### src/rtl/vector_floating_point_square_root_sequencer.sv
// Element-by-element sequencer for vfsqrt.v / vfrsqrt7.v over one VLEN-bit register,
// driving a shared scalar sqrt core. Optional masking is enabled by defining VECTOR_SQRT_MASK_EN.
module vector_floating_point_square_root_sequencer #(
   parameter int VLEN     = 128,
   parameter int VL_WIDTH = $clog2(VLEN/32) + 1
) (
   input  logic                clock,
   input  logic                reset,
   input  logic                start_valid,
   output logic                start_ready,
   input  logic                start_rsqrt7,
   input  logic                start_sew64,
   input  logic [VL_WIDTH-1:0] start_vl,
`ifdef VECTOR_SQRT_MASK_EN
   input  logic                start_vm,
   input  logic [VLEN/32-1:0]  v0_mask,
`endif
   input  logic [VLEN-1:0]     vs2,
   input  logic [VLEN-1:0]     vd_old,
   input  logic                kill,
   output logic                core_req_valid,
   input  logic                core_req_ready,
   output logic [63:0]         core_operand,
   output logic                core_sew64,
   output logic                core_rsqrt7,
   input  logic                core_resp_valid,
   input  logic [63:0]         core_result,
   input  logic [4:0]          core_fflags,
   output logic                done_valid,
   input  logic                done_ready,
   output logic [VLEN-1:0]     vd,
   output logic [4:0]          fflags
);

   localparam int N32 = VLEN / 32;
   localparam int N64 = VLEN / 64;
   localparam logic [VL_WIDTH-1:0] NONE = VL_WIDTH'(N32);

   typedef enum logic [2:0] {IDLE, ISSUE, WAIT, DONE, DRAIN} state_t;

   state_t              state;
   logic [VL_WIDTH-1:0] index;
   logic [VL_WIDTH-1:0] vl_reg;
   logic [VLEN-1:0]     src;
   logic                sew64_reg;
   logic                rsqrt7_reg;
   logic [VL_WIDTH-1:0] vl_clamped;
   logic [N32-1:0]      start_en;
   logic [N32-1:0]      run_en;
   logic [VL_WIDTH-1:0] first_idx;
   logic [VL_WIDTH-1:0] next_idx;
`ifdef VECTOR_SQRT_MASK_EN
   logic                vm_reg;
   logic [N32-1:0]      mask_reg;
`endif

   // Lowest enabled element at or above 'from'; NONE when nothing is left to do.
   function automatic logic [VL_WIDTH-1:0] first_set(input logic [N32-1:0] en,
                                                     input logic [VL_WIDTH-1:0] from);
      logic [VL_WIDTH-1:0] r;
      r = NONE;
      for (int i = N32 - 1; i >= 0; i--) begin
         if (en[i] && (VL_WIDTH'(i) >= from)) r = VL_WIDTH'(i);
      end
      return r;
   endfunction

   always_comb begin
      vl_clamped = start_vl;
      if (start_sew64) begin
         if (start_vl > VL_WIDTH'(N64)) vl_clamped = VL_WIDTH'(N64);
      end else begin
         if (start_vl > VL_WIDTH'(N32)) vl_clamped = VL_WIDTH'(N32);
      end
   end

   always_comb begin
      start_en = '0;
      run_en   = '0;
      for (int i = 0; i < N32; i++) begin
`ifdef VECTOR_SQRT_MASK_EN
         start_en[i] = (VL_WIDTH'(i) < vl_clamped) && (start_vm || v0_mask[i]);
         run_en[i]   = (VL_WIDTH'(i) < vl_reg) && (vm_reg || mask_reg[i]);
`else
         start_en[i] = VL_WIDTH'(i) < vl_clamped;
         run_en[i]   = VL_WIDTH'(i) < vl_reg;
`endif
      end
   end

   assign first_idx = first_set(start_en, '0);
   assign next_idx  = first_set(run_en, index + VL_WIDTH'(1));

   // Operand is derived from latched state only, so it cannot move while a request waits.
   always_comb begin
      core_operand = '0;
      for (int i = 0; i < N32; i++) begin
         if (!sew64_reg && index == VL_WIDTH'(i)) core_operand = {32'b0, src[32*i +: 32]};
      end
      for (int i = 0; i < N64; i++) begin
         if (sew64_reg && index == VL_WIDTH'(i)) core_operand = src[64*i +: 64];
      end
   end

   assign core_sew64  = sew64_reg;
   assign core_rsqrt7 = rsqrt7_reg;
   assign start_ready = (state == IDLE) && !reset;

   always_ff @(posedge clock or posedge reset) begin
      if (reset) begin
         state          <= IDLE;
         index          <= '0;
         vl_reg         <= '0;
         src            <= '0;
         sew64_reg      <= 1'b0;
         rsqrt7_reg     <= 1'b0;
         vd             <= '0;
         fflags         <= '0;
         core_req_valid <= 1'b0;
         done_valid     <= 1'b0;
`ifdef VECTOR_SQRT_MASK_EN
         vm_reg         <= 1'b1;
         mask_reg       <= '0;
`endif
      end else begin
         case (state)
            IDLE: begin
               if (start_valid) begin
                  rsqrt7_reg <= start_rsqrt7;
                  sew64_reg  <= start_sew64;
                  src        <= vs2;
                  vd         <= vd_old;
                  fflags     <= '0;
                  vl_reg     <= vl_clamped;
`ifdef VECTOR_SQRT_MASK_EN
                  vm_reg     <= start_vm;
                  mask_reg   <= v0_mask;
`endif
                  if (first_idx == NONE) begin
                     index      <= '0;
                     done_valid <= 1'b1;
                     state      <= DONE;
                  end else begin
                     index          <= first_idx;
                     core_req_valid <= 1'b1;
                     state          <= ISSUE;
                  end
               end
            end
            ISSUE: begin
               // A kill that coincides with acceptance still leaves a response in flight.
               if (kill) begin
                  core_req_valid <= 1'b0;
                  state          <= core_req_ready ? DRAIN : IDLE;
               end else if (core_req_ready) begin
                  core_req_valid <= 1'b0;
                  state          <= WAIT;
               end
            end
            WAIT: begin
               if (kill) begin
                  state <= core_resp_valid ? IDLE : DRAIN;
               end else if (core_resp_valid) begin
                  for (int i = 0; i < N32; i++) begin
                     if (!sew64_reg && index == VL_WIDTH'(i)) vd[32*i +: 32] <= core_result[31:0];
                  end
                  for (int i = 0; i < N64; i++) begin
                     if (sew64_reg && index == VL_WIDTH'(i)) vd[64*i +: 64] <= core_result;
                  end
                  fflags <= fflags | core_fflags;
                  if (next_idx == NONE) begin
                     done_valid <= 1'b1;
                     state      <= DONE;
                  end else begin
                     index          <= next_idx;
                     core_req_valid <= 1'b1;
                     state          <= ISSUE;
                  end
               end
            end
            DONE: begin
               if (kill || done_ready) begin
                  done_valid <= 1'b0;
                  state      <= IDLE;
               end
            end
            DRAIN: begin
               if (core_resp_valid) state <= IDLE;
            end
            default: state <= IDLE;
         endcase
      end
   end

endmodule
### config.mk
export PLATFORM = sky130hd
export DESIGN_NAME = vector_floating_point_square_root_sequencer
export DESIGN_NICKNAME = d
export VERILOG_FILES = /design/src/rtl/vector_floating_point_square_root_sequencer.sv
export SDC_FILE = /design/constraint.sdc
export NUM_CORES = 1
export LEC_CHECK = 0
export BUFFER_PORTS_ARGS = -buffer_cell sky130_fd_sc_hd__buf_4
export CORE_AREA = 2 2 208 210
export CTS_BUF_LIST = sky130_fd_sc_hd__clkbuf_4 sky130_fd_sc_hd__clkbuf_8
export DETAILED_ROUTE_END_ITERATION = 16
export DIE_AREA = 0 0 210 212
export HOLD_SLACK_MARGIN = 0.03
export PLACE_DENSITY = 0.56
export SLEW_MARGIN = 30
export SYNTH_ARGS = -nofsm -noshare
export SYNTH_HDL_FRONTEND = slang
export SYNTH_SLANG_ARGS = --single-unit
### constraint.sdc
create_clock -name clock -period 19.6 [get_ports clock]
set_input_delay 3.92 -clock clock [delete_from_list [all_inputs] [get_ports clock]]
set_output_delay 3.92 -clock clock [all_outputs]
set_load 0.03 [all_outputs]
==> results by group <==
Status
  • Status: finished clean

Min path
  • Hold Path Sink: done_valid$_DFFE_PP0P_
  • Hold path depth: 1
  • HP Start: done_valid$_DFFE_PP0P_
  • Worst Hold Class: reg2reg

Synth
  • Share of Yosys cell area claimed by the top area cell type: 0.477
  • Cell taking the most area after synthesis: dfrtp_1
  • Synthesized instance count: 1488
  • Avg Cell Area, Syn: 9.66 um2
  • Syn nets: 1831
  • Synth unique cells: 45
  • Main flop type after synthesis: dfrtp_1
  • Synth top area cells: dfrtp_1, mux2_2, a21oi_1
  • Synth cell count leaders: dfrtp_1, a21oi_1, nor2_1
  • Synthesized cell area: 14400 um2
  • #FFs+latches synth: 274
  • Top-count cell post-synth: dfrtp_1
  • Post-synth EDFFs: 0
  • Synthesis Warnings: 0
  • Synth async-reset ratio: 1.00
  • Sequential area share after synthesis: 0.477

Route
  • Via density: 5.43
  • Met2 wire length: 28.6 mm
  • Routed vias: 13.9k
  • Post-DR wirelength/cell: 23.2 um
  • DR WL met3: 5.14 mm
  • Met1 Wirelength: 23.7 mm
  • Post-DRT Antenna Nets: 0
  • WL final: 59.2 mm
  • DR DRC count: 0
  • Initial DRT Pass Iterations: 6
  • Top Layer Used: met5
  • Initial DRC count: 907

STA
  • Max-slew violation count: 0
  • Fmax: 120 MHz
  • Max-slew headroom: 0.342
  • Setup Skew: 0.0174 ns
  • TNS Setup: 0 ns
  • Worst-Margin Slew: 0.984 ns
  • Fin crit share: 0.426
  • RSZ-0062 raised after global routing: no
  • Hold Vio Cnt, Final: 0
  • Final min period: 8.34 ns
  • Final setup viols: 0

Power and ir drop
  • NetSw: 1950 uW
  • Part of the power in registers: 0.270
  • Switching Share: 0.480
  • Internal power: 2110 uW
  • Peak VDD IR: 0.124 mV
  • Total power: 4060 uW
  • Clock power share: 0.137
  • Power share of the combinational group: 0.593
  • Pwr/cell area: 205 nW/um2
  • Leakage: 0.00906 uW

Critical path
  • Arrival time worst endpoint: 4.42 ns
  • Reg2reg start: index[0]$_DFFE_PP0P_
  • Crit-path max FO: 2
  • Reg-to-reg endpoint: vd[96]$_DFFE_PP0P_
  • CP endpoint kind: output port
  • R2R Setup Slk: 15.94 ns
  • CP startpoint kind: input port
  • Critical path class: in2out
  • Crit path required time: 15.68 ns
  • R2R depth: 6

Floorplanning
  • Die height: 212 um
  • Boundary Pins: 539
  • Core Area: 42500 um2
  • Initial core utilization: 0.338
  • Row count: 76
  • Die area: 44500 um2
  • Chip width: 210 um

CTS
  • # Post-CTS Setup Buffers: 0
  • Clk slew on worst S/H paths: 0.05 ns
  • Clock latency on the worst-skew pair: 0.62 ns
  • CTS Buf Count: 52
  • CTS Buffer Depth: 3
  • Htree depth: 2
  • Clock sink count: 274
  • Root Driver: clkbuf_8
  • # hold bufs at CTS: 0
  • Resized cells post-CTS: 0
  • CTS tree: yes

Place
  • Port Buffers: 538
  • Routability congestion estimate: 0.839
  • Post-detail-place hpwl: 40.3 mm
  • Placed Cells: 2458

Cells and area
  • Fin nets: 2310
  • Fin cells: 2555
  • Layout area overhead: 38.0%
  • Share of layout cells above drive strength 1: 0.419
  • Top Registers: src: 128 flops, vd: 128 flops, fflags: 5 flops

Global route
  • Initial antenna violation count: 17
  • Largest net degree at the start of global routing: 136
  • Tot GR Track Use: 0.259
  • Vias in the first global route: 13.9k
  • First-pass GRT wire length: 87.4 mm
  • Global route total overflow: 0

Job
  • Max Cap Violations: 0
==> per-layer routing <==
| layer | up-vias | track usage |
|---|---|---|
| met1 | 6859 | 0.311 |
| met4 | 6 | 0.109 |
| li1 | 6335 | - |
| met2 | 584 | 0.433 |
| met3 | 89 | 0.0770 |
| met5 | - | 0 |
==> cell usage in the layout, fill, tap and decap left out, types with 3 or more instances in the layout <==
| cell | count |
|---|---|
| nor2_4 | 3 |
| ha_1 | 4 |
| o21ai_0 | 10 |
| a31oi_1 | 66 |
| inv_1 | 5 |
| nand2_1 | 143 |
| o21ai_1 | 3 |
| a21oi_1 | 265 |
| nand2b_1 | 3 |
| clkinv_2 | 3 |
| mux2_2 | 172 |
| diode_2 | 14 |
| and3_1 | 33 |
| o211ai_1 | 33 |
| clkbuf_4 | 18 |
| and2_4 | 3 |
| mux2_1 | 24 |
| and3b_1 | 33 |
| a22o_1 | 33 |
| a21oi_4 | 3 |
| dfrtp_1 | 273 |
| nor3_1 | 6 |
| nor2_1 | 173 |
| o22ai_1 | 33 |
| buf_4 | 551 |
| clkbuf_8 | 61 |
==> cell families (layout without fill, tap and decap cells) <==
kind of cell,Yosys count,count (layout),synth area share
AOI/OAI and AO/OA,455,455,0.187
and+or+nand+nor,417,417,0.133
DFF,274,274,0.477
muxes,198,198,0.155
buffers and inverters,138,645,0.0433
adders and majority gates,6,6,0.00522
other,0,14,0
==> worst max-delay path by stage <==
stage / slack [ns] / from / depth (start not counted) / to
6_report: 11.26 / reset / 3 / start_ready
3_3_place_gp: 11.25 / reset / 3 / start_ready
4_1_cts: 11.24 / reset / 3 / start_ready
2_1_floorplan: 8.13 / reset / 1 / core_req_valid$_DFFE_PP0P_
3_5_place_dp: 11.24 / reset / 3 / start_ready
5_1_grt: 11.17 / reset / 3 / start_ready
==> power by group through the flow <==
stage / Combinational [uW] / Clock [uW] / Sequential [uW]
floorplan: 1310 / 0 / 1290
finish: 2410 / 556 / 1090
CTS: 2420 / 574 / 1090
global route: 2570 / 595 / 1130
detailed placement: 2410 / 0 / 1100
global placement: 2370 / 0 / 1090
==> worst max-delay path, stage by stage <==
cell and delay, ns:
buf_4 0.14, nor3_1 0.17, buf_4 0.19
==> final cells by class <==
class,instances,area [um2]
sequential,274,6860
clock buffer,79,975
tap,546,683
antenna,14,35.0
clock inverter,3,15.0
timing repair buffer,557,4240
multi-input combinational,1076,7000
fill,4142,22700
inverter,6,35.0
==> through the flow <==
step,worst slack (ns),instance area (um2),hold WS [ns],util
2_1_floorplan,8.13,14400,0.474,-
3_3_place_gp,11.25,18700,0.482,0.440
3_5_place_dp,11.24,18800,0.489,0.442
4_1_cts,11.24,19800,0.501,0.465
5_1_grt,11.17,19800,0.520,0.467
6_report,11.26,19800,0.496,0.467
Note: power is estimated with default switching activity, not from simulation.
